<file path="src/rtl/fpu_ss_wb_arbiter.sv">
// Write-back arbiter: merges FPU results and load returns into a single registered
// result slot that feeds the CV-X-IF result channel and the FP register file.
package fpu_ss_wb_pkg;
  localparam int unsigned X_ID_W   = 4;
  localparam int unsigned X_DATA_W = 32;

  typedef struct packed {
    logic [X_ID_W-1:0]   id;
    logic [X_DATA_W-1:0] data;
    logic [4:0]          rd;
    logic                we;
    logic [2:0]          ecswe;
    logic [5:0]          ecsdata;
    logic                exc;
    logic [5:0]          exccode;
    logic                dbg;
    logic                err;
  } x_result_t;
endpackage

module fpu_ss_wb_arbiter
  import fpu_ss_wb_pkg::*;
#(
  parameter int unsigned X_ID_WIDTH = 4,
  parameter int unsigned FLEN       = 32,
  parameter int unsigned XLEN       = 32
) (
  input  logic            clk_i,
  input  logic            rst_i,
  input  logic            fpu_valid_i,
  output logic            fpu_ready_o,
  input  logic [FLEN-1:0] fpu_result_i,
  input  logic [9:0]      fpu_tag_i,
  input  logic [4:0]      fpu_status_i,
  input  logic            mem_valid_i,
  output logic            mem_ready_o,
  input  logic [31:0]     mem_rdata_i,
  input  logic [9:0]      mem_meta_i,
  input  logic            mem_err_i,
  output logic            x_result_valid_o,
  input  logic            x_result_ready_i,
  output x_result_t       x_result_o,
  output logic            fpr_we_o,
  output logic [4:0]      fpr_waddr_o,
  output logic [FLEN-1:0] fpr_wdata_o,
  output logic            fflags_we_o,
  output logic [4:0]      fflags_o,
  output logic            busy_o
);

  localparam int unsigned DATA_W = (FLEN > XLEN) ? FLEN : XLEN;

  typedef enum logic {SRC_FPU = 1'b0, SRC_MEM = 1'b1} src_e;

  logic                  slot_valid_q, slot_valid_d;
  src_e                  rr_q, rr_d;
  src_e                  src_q, src_d;
  logic [X_ID_WIDTH-1:0] id_q, id_d;
  logic [DATA_W-1:0]     data_q, data_d;
  logic [4:0]            rd_q, rd_d;
  logic                  rd_is_fp_q, rd_is_fp_d;
  logic                  we_q, we_d;
  logic                  err_q, err_d;
  logic [4:0]            fflags_q, fflags_d;

  logic load_en_c, gnt_fpu_c, gnt_mem_c, retire_c;
  logic [XLEN-1:0] xdata_c;
  logic unused_meta_we;

  assign unused_meta_we = mem_meta_i[0];

  // Slot refills whenever it is empty or retiring this cycle; rr breaks ties.
  always_comb begin
    load_en_c    = !slot_valid_q | x_result_ready_i;
    gnt_fpu_c    = fpu_valid_i & (!mem_valid_i | (rr_q == SRC_FPU));
    gnt_mem_c    = mem_valid_i & (!fpu_valid_i | (rr_q == SRC_MEM));
    slot_valid_d = slot_valid_q;
    rr_d         = rr_q;
    src_d        = src_q;
    id_d         = id_q;
    data_d       = data_q;
    rd_d         = rd_q;
    rd_is_fp_d   = rd_is_fp_q;
    we_d         = we_q;
    err_d        = err_q;
    fflags_d     = fflags_q;
    if (load_en_c) begin
      slot_valid_d = gnt_fpu_c | gnt_mem_c;
      if (fpu_valid_i & mem_valid_i) rr_d = gnt_fpu_c ? SRC_MEM : SRC_FPU;
      if (gnt_fpu_c) begin
        src_d      = SRC_FPU;
        id_d       = X_ID_WIDTH'(fpu_tag_i[3:0]);
        data_d     = DATA_W'(fpu_result_i);
        rd_d       = fpu_tag_i[9:5];
        rd_is_fp_d = fpu_tag_i[4];
        we_d       = !fpu_tag_i[4];
        err_d      = 1'b0;
        fflags_d   = fpu_status_i;
      end else if (gnt_mem_c) begin
        src_d      = SRC_MEM;
        id_d       = X_ID_WIDTH'(mem_meta_i[9:6]);
        data_d     = DATA_W'(mem_rdata_i);
        rd_d       = mem_meta_i[5:1];
        rd_is_fp_d = 1'b1;
        we_d       = 1'b0;
        err_d      = mem_err_i;
        fflags_d   = 5'd0;
      end
    end
  end

  always_ff @(posedge clk_i) begin
    if (rst_i) begin
      slot_valid_q <= 1'b0;
      rr_q         <= SRC_FPU;
    end else begin
      slot_valid_q <= slot_valid_d;
      rr_q         <= rr_d;
    end
  end

  // Payload is qualified by slot_valid_q and needs no reset.
  always_ff @(posedge clk_i) begin
    src_q      <= src_d;
    id_q       <= id_d;
    data_q     <= data_d;
    rd_q       <= rd_d;
    rd_is_fp_q <= rd_is_fp_d;
    we_q       <= we_d;
    err_q      <= err_d;
    fflags_q   <= fflags_d;
  end

  // rst_i gating keeps handshakes and writes quiet during the reset cycle itself.
  assign retire_c         = slot_valid_q & x_result_ready_i & !rst_i;
  assign fpu_ready_o      = load_en_c & gnt_fpu_c & !rst_i;
  assign mem_ready_o      = load_en_c & gnt_mem_c & !rst_i;
  assign x_result_valid_o = slot_valid_q & !rst_i;
  assign busy_o           = slot_valid_q & !rst_i;
  assign fpr_we_o         = retire_c & rd_is_fp_q & !err_q;
  assign fpr_waddr_o      = rd_q;
  assign fpr_wdata_o      = FLEN'(data_q);
  assign fflags_we_o      = retire_c & (src_q == SRC_FPU);
  assign fflags_o         = fflags_q;
  assign xdata_c          = XLEN'(data_q);

  always_comb begin
    x_result_o      = '0;
    x_result_o.id   = X_ID_W'(id_q);
    x_result_o.data = X_DATA_W'(xdata_c);
    x_result_o.rd   = rd_q;
    x_result_o.we   = we_q;
    x_result_o.err  = err_q;
  end

endmodule

</file>
<file path="config.mk">
export PLATFORM = sky130hd
export DESIGN_NAME = fpu_ss_wb_arbiter
export DESIGN_NICKNAME = d
export VERILOG_FILES = /design/src/rtl/fpu_ss_wb_arbiter.sv
export SDC_FILE = /design/constraint.sdc
export NUM_CORES = 1
export LEC_CHECK = 0
export ABC_CLOCK_PERIOD_IN_PS = 8800
export CAP_MARGIN = 20
export CORE_MARGIN = 4
export CORE_UTILIZATION = 40
export DETAILED_ROUTE_END_ITERATION = 10
export DONT_BUFFER_PORTS = 1
export PLACE_DENSITY_LB_ADDON = 0.3
export SLEW_MARGIN = 20
export SYNTH_ARGS = -nofsm -noshare
export SYNTH_HDL_FRONTEND = slang
export SYNTH_SLANG_ARGS = --single-unit
</file>
<file path="constraint.sdc">
create_clock -name clk_i -period 8.8 [get_ports clk_i]
set_clock_uncertainty 0.05 [all_clocks]
set_input_delay 2.2 -clock clk_i [delete_from_list [all_inputs] [get_ports clk_i]]
set_output_delay 2.2 -clock clk_i [all_outputs]
set_load 0.01 [all_outputs]
</file>
# == Yosys cells after proc, flatten, opt, wreduce, memory -nomap -nowiden ==
# Index checks and enable logic that the tools add are counted.
# totals
ff_bits,52
latchBits,0
mem_bits_rw,0
romBits,0
output_inout_bits,108
elab_cells,52
n_memories,0
# op_classes
addsub,0
multipliers,0
n_div,0
order_cmp,0
n_eq_ne,0
shift,0
muxes,14
n_bitwise,19
reduce_logical,9
# op_table
op,count
$mux W32,2
$mux W5,4
$and A1 B1 Y1,13
$mux W4,2
$logic_not A1 Y1,6
$mux W1,6
$or A1 B1 Y1,4
$reduce_and A2 Y1,2
$not A1 Y1,2
$reduce_bool A2 Y1,1

# == Longest topological paths before layout ==
# Gate-level depths: netlist of run 1.
# depth
word_depth,5
depth_mapped,5
depth_no_buf,4

# == Worst setup path before layout of run 1 ==
# No wires, ideal clock.
# synth_timing
path_type,input to output
from,in fpu_valid_i
to,out fpu_ready_o
arrival_time_ns,2.888
required_time_ns,6.550
slack_ns,3.662
path_stages,5
path_cell_list,inv_2 > a21oi_4 > inv_4 > buf_6 > nor3_1
# synth_between
elab_chain_len,3
# synth_lines
element,line,text
"start, declared",30,"input logic fpu_valid_i,"
$and A1 B1 Y1,75,gnt_fpu_c = fpu_valid_i & (!mem_valid_i | (rr_q == SRC_FPU));
$and A1 B1 Y1 (2 in series),136,assign fpu_ready_o = load_en_c & gnt_fpu_c & !rst_i;
"end, declared",31,"output logic fpu_ready_o,"
# No other way between the ends.

# == Final worst setup path of run 1 ==
# layout_timing
from,in rst_i
to,out fpr_we_o
# layout_between
elab_chain_len,4
# layout_lines
element,line,text
"start, declared",29,"input logic rst_i,"
$logic_not A1 Y1,135,assign retire_c = slot_valid_q & x_result_ready_i & !rst_i;
$and A1 B1 Y1,135,
$and A1 B1 Y1 (2 in series),140,assign fpr_we_o = retire_c & rd_is_fp_q & !err_q;
"end, declared",43,"output logic fpr_we_o,"
# No other way between the ends.

==> results.py, run 1 <==
metrics = {
    "pwr": {
        "ir_drop_mv": 0.0654,
        "p_leak_nw": 1.02,
        "power_density_mw_per_mm2": 212,
    },
    "sta": {
        "setup_slack_ns": 3.43,
        "slew-limit-headroom_pct": 51.3,
        "worstMarginPinSlew_ns": 0.730,
        "final-setup-viol-count": 0,
        "timing.fmax_mhz": 186,
        "setup-tns-final_ns": 0,
        "period_minus_slack_ns": 5.37,
        "hold_viol": 0,
        "timing.final.crit_share_pct": 61.1,
        "rsz0062_at_grt": "no",
        "maxSlewViolCount": 0,
        "hold-worst-slack_ns": 0.512,
    },
    "global_routing": {
        "grt-ovfl-total": 0,
        "grt_first_pass_wirelength_mm": 6.91,
        "grt_pass1_vias": 1252,
        "antenna_found_initial": 0,
        "grtUsageTotal_pct": 11.0,
        "grt_max_degree": 46,
    },
    "cts": {
        "holdBufCountCts": 0,
        "cts_setup_buffers": 0,
        "cts_tree": "done",
        "clk_latency_ns": 0.29,
        "clkSinkCount": 52,
        "clkTransAtPathRegs_ns": 0.09,
        "htree_num_levels": 2,
        "clockBufferDepth": 2,
        "numCtsBuffers": 5,
        "cts_repair_resize_count": 0,
        "cts-root-buf": "clkbuf_8",
    },
    "detailed_routing": {
        "viasPerCell": 5.15,
        "firstDrtPassIters": 3,
        "ant_nets": 0,
        "vias": 1169,
        "drc": 0,
        "wl_mm": 4.83,
        "wl_per_cell_um": 21.3,
        "drtIter0Drc": 43,
    },
    "place": {
        "port_buffers": 0,
        "gp_congestion": 0.666,
        "hpwlAfterDp_mm": 3.73,
        "preCtsSetupSlack_ns": 3.40,
        "placed_cell_area_mm2": 0.00247,
    },
    "logic_synthesis": {
        "synth_cell_types": 22,
        "syn_area_mm2": 0.00277,
        "ys_warn_count": 0,
        "yosysSeqAreaShare_pct": 55.6,
        "synthCells": 183,
        "synth_area_leaders": "edfxtp_1 54%, mux2_4 20%, buf_4 15%, buf_6 1.6%, mux2_1 1.6%",
        "synth_top_area_cell": "edfxtp_1",
        "synth_edf_count": 50,
        "postSynth.asyncResetShare_pct": 0,
        "yosys_register_bits": 52,
        "synth_most_common_cell": "buf_4",
        "syn_avg_cell_area_um2": 15.1,
        "synthFlopType": "edfxtp_1",
        "synthTopCellsByCount": "57 x buf_4, 50 x edfxtp_1, 36 x mux2_4, 5 x and3_1, 5 x nor2_1",
        "netlist.area_leader.share_pct": 54.2,
    },
    "floorplanning": {
        "die_h_um": 91.2,
        "rows": 30,
        "die-width_um": 91.2,
        "core-area_mm2": 0.00676,
        "dieArea_mm2": 0.00832,
        "io-pin-count": 203,
        "start_util_pct": 41.0,
    },
    "flow_run": {
        "maxCapViolations": 0,
    },
    "run_status": {
        "status": "finished, final reports clean",
    },
    "setup_path": {
        "cp_data_arrival_time_ns": 3.12,
        "cp_data_required_time_ns": 6.55,
        "cp_max_fo": 5,
        "regToRegSetupSlack_ns": 6.91,
        "crit_path_end_kind": "primary output",
        "crit_path_start_kind": "input port",
        "critPathKind": "input port to primary output",
    },
    "final_layout": {
        "fin_util_pct": 38.2,
        "fillers": 625,
        "finish.instance_area_mm2": 0.00258,
        "nNetsFinal": 241,
        "diodes": 0,
        "layout-drive-gt1-share_pct": 33.3,
        "multiInputGateArea_um2": 815,
        "final-seq-area_mm2": 0.00154,
        "areaGrowthSynthToFinish_pct": -6.86,
    },
    "min_path": {
        "holdCritPathClass": "flop to flop",
    },
}
critical path, cell delays in order:
cell and delay, ns:
nor2b_1 0.35, nand2_1 0.18, nor3b_1 0.39
layout by cell type (no fill, tap or decap), types with 3 or more instances in the layout:
cell type	count
clkbuf_8	5
and3_1	5
conb_1	17
nand2_1	3
mux2_4	36
nor2_1	4
mux2_1	4
nor3_1	3
edfxtp_1	50
registers in the layout, indices dropped and copies added (netlist names):
name / cells
fpr_waddr_o: 5
slot_valid_q: 1
we_q: 1
fflags_o: 5
fpr_wdata_o: 32
rr_q: 1
id_q: 4
rd_is_fp_q: 1
src_q: 1
err_q: 1
per-stage QoR:
step	std cells	power, mW
2_1_floorplan	199	0.411
3_3_place_gp	219	0.391
3_5_place_dp	219	0.395
4_1_cts	227	0.556
5_1_grt	227	0.572
6_report	227	0.547
path summary, 6_finish.rpt:
kind	start	endpoint	cells past startpoint
max reg2reg	slot_valid_q	fpr_wdata_o[9]	3
max	rst_i	fpr_we_o	3
min	rr_q	rr_q	2
min reg2reg	rr_q	rr_q	2
per-layer routing:
layer | vias up | wire length, um | global-route usage, %
met5 | - | 0 | 0
met2 | 99 | 2730 | 20.6
li1 | 500 | - | -
met4 | 0 | 78 | 4.40
met3 | 7 | 391 | 3.98
met1 | 563 | 1630 | 10.9
layout make-up:
type                            instances  area share (%)
Timing Repair Buffer                    1           0.291
Clock buffer                            6            2.81
Inverter                                2           0.388
Clock inverter                          2            1.36
Tap cell                               80            3.88
Multi-Input combinational cell         84            31.6
Sequential cell                        52            59.7
power breakdown:
part / switching, mW / total (mW) / internal [mW]
Clock: 0.0750 / 0.159 / 0.0845
Combinational: 0.0252 / 0.0524 / 0.0272
Sequential: 0.0335 / 0.335 / 0.301
Total: 0.134 / 0.547 / 0.413
kinds of logic (layout without fill, tap and decap cells):
group	after synthesis	after routing	synth area share [%]
and+or+nand+nor	22	22	4.15
DFF	52	52	55.6
muxes	41	41	21.5
other	1	17	0.135
AOI/OAI and AO/OA	4	4	1.13
buffers and inverters	63	11	17.4
Note: power is estimated with default switching activity, not from simulation.
==> inputs of run 2 (changes only) <==
Settings changed: ABC_CLOCK_PERIOD_IN_PS 8800 to 5500.
Clock period 8.8 ns to 5.5 ns, I/O delays scaled along.
==> results.py, run 2 (synthesized netlist as in run 1, its figures left out) <==
metrics = {
    "cts": {
        "htree_num_levels": 2,
        "cts_tree": "done",
        "clockBufferDepth": 2,
        "cts-root-buf": "clkbuf_8",
        "clkTransAtPathRegs_ns": 0.09,
        "clk_latency_ns": 0.29,
        "holdBufCountCts": 0,
        "clkSinkCount": 52,
        "cts_repair_resize_count": 0,
        "cts_setup_buffers": 0,
        "numCtsBuffers": 5,
    },
    "global_routing": {
        "grt_pass1_vias": 1234,
        "grt_max_degree": 46,
        "antenna_found_initial": 0,
        "grtUsageTotal_pct": 11.0,
        "grt-ovfl-total": 0,
        "grt_first_pass_wirelength_mm": 6.96,
    },
    "setup_path": {
        "cp_data_required_time_ns": 4.07,
        "critPathKind": "input port to primary output",
        "crit_path_end_kind": "primary output",
        "crit_chain": "nor2b_1 -> nand2_1 -> nor3b_1",
        "cp_max_fo": 5,
        "crit_path_start_kind": "input port",
        "cp_slowest_cell": "nor3b_1",
        "r2r_start": "slot_valid_q",
        "max_stage_delay_ns": 0.39,
        "setup.worst_path.start": "rst_i",
        "path_delay_family": "simple AND/OR/NAND/NOR gates",
        "crit_buf_inv": 0,
        "cp_data_arrival_time_ns": 2.30,
    },
    "floorplanning": {
        "io-pin-count": 203,
        "core-area_mm2": 0.00676,
        "dieArea_mm2": 0.00832,
        "die_h_um": 91.2,
        "start_util_pct": 41.0,
        "die-width_um": 91.2,
        "rows": 30,
    },
    "detailed_routing": {
        "dr_wl_met3_um": 393,
        "wl_per_cell_um": 21.1,
        "wl_mm": 4.78,
        "firstDrtPassIters": 4,
        "wl_met1_mm": 1.65,
        "drtIter0Drc": 30,
        "drc": 0,
        "viasPerCell": 5.11,
        "wl_met2_mm": 2.66,
        "highest_layer": "met4",
        "ant_nets": 0,
        "vias": 1159,
    },
    "pwr": {
        "power_density_mw_per_mm2": 339,
        "p_leak_nw": 1.02,
        "total_power_mw": 0.876,
        "ir_drop_mv": 0.127,
    },
    "min_path": {
        "holdCritPathClass": "flop to flop",
        "worstHoldStart": "rr_q",
    },
    "place": {
        "port_buffers": 0,
        "preCtsSetupSlack_ns": 1.75,
        "gp_congestion": 0.666,
        "hpwlAfterDp_mm": 3.67,
    },
    "final_layout": {
        "layout-drive-gt1-share_pct": 33.3,
        "multiInputGateArea_um2": 815,
        "fin_util_pct": 38.3,
        "layout_common_cells": "50 x edfxtp_1, 36 x mux2_4, 17 x conb_1",
        "areaGrowthSynthToFinish_pct": -6.73,
        "nNetsFinal": 241,
        "fillers": 621,
        "largest_register_ffs": 32,
        "diodes": 0,
        "final_common_cell": "edfxtp_1",
        "final-seq-area_mm2": 0.00154,
    },
    "sta": {
        "rsz0062_at_grt": "no",
        "setup-tns-final_ns": 0,
        "worstMarginPinSlew_ns": 0.727,
        "timing.final.crit_share_pct": 67.7,
        "timing.fmax_mhz": 269,
        "hold-worst-slack_ns": 0.517,
        "hold_viol": 0,
        "setup_slack_ns": 1.78,
        "period_minus_slack_ns": 3.72,
        "final-setup-viol-count": 0,
        "maxSlewViolCount": 0,
        "slew-limit-headroom_pct": 51.6,
    },
    "run_status": {
        "status": "finished, final reports clean",
    },
    "flow_run": {
        "maxCapViolations": 0,
    },
}
[run 2: cell count changes in the layout (fill, tap and decap cells not counted), sizes merged]
cell	previous run	this run
clkbuf	6	5
clkinv	1	2
[run 2: final timing paths]
kind,endpoint,slack [ns],depth (start not counted)
hold / removal,rr_q,0.52,2
hold reg to reg,rr_q,0.52,2
setup reg to reg,fpr_wdata_o[7],3.63,3
setup / recovery,fpr_we_o,1.78,3
[run 2: power by group]
| part | leakage [nW] | internal [mW] | switching, mW |
|---|---|---|---|
| sequential | 0.516 | 0.482 | 0.0536 |
| combinational | 0.450 | 0.0435 | 0.0400 |
| clock | 0.0558 | 0.135 | 0.122 |
| total | 1.02 | 0.660 | 0.216 |
[run 2: through the flow]
step / area, um2 / std cells
global route: 2580 / 227
global placement: 2470 / 219
floorplan: 2830 / 199
detailed placement: 2470 / 219
finish: 2580 / 227
CTS: 2580 / 227
[run 2: routing by layer]
metal	vias up	global-route usage, %
met4	0	4.40
li1	500	-
met1	552	11.2
met2	100	20.4
met3	7	3.98
met5	-	0
[run 2: final cells by class]
class	count	share of cell area [%]
inverters	2	0.387
repair buffers	1	0.290
multi-input cells	84	31.5
flip-flops and latches	52	59.6
well taps	80	3.87
clock buffers	5	2.66
clock inverters	3	1.65
[run 2: worst min-delay path, stage by stage, from the launching register on]
cell and delay (ns):
dfxtp_1 0.37, o21ai_0 0.10, a21oi_1 0.06
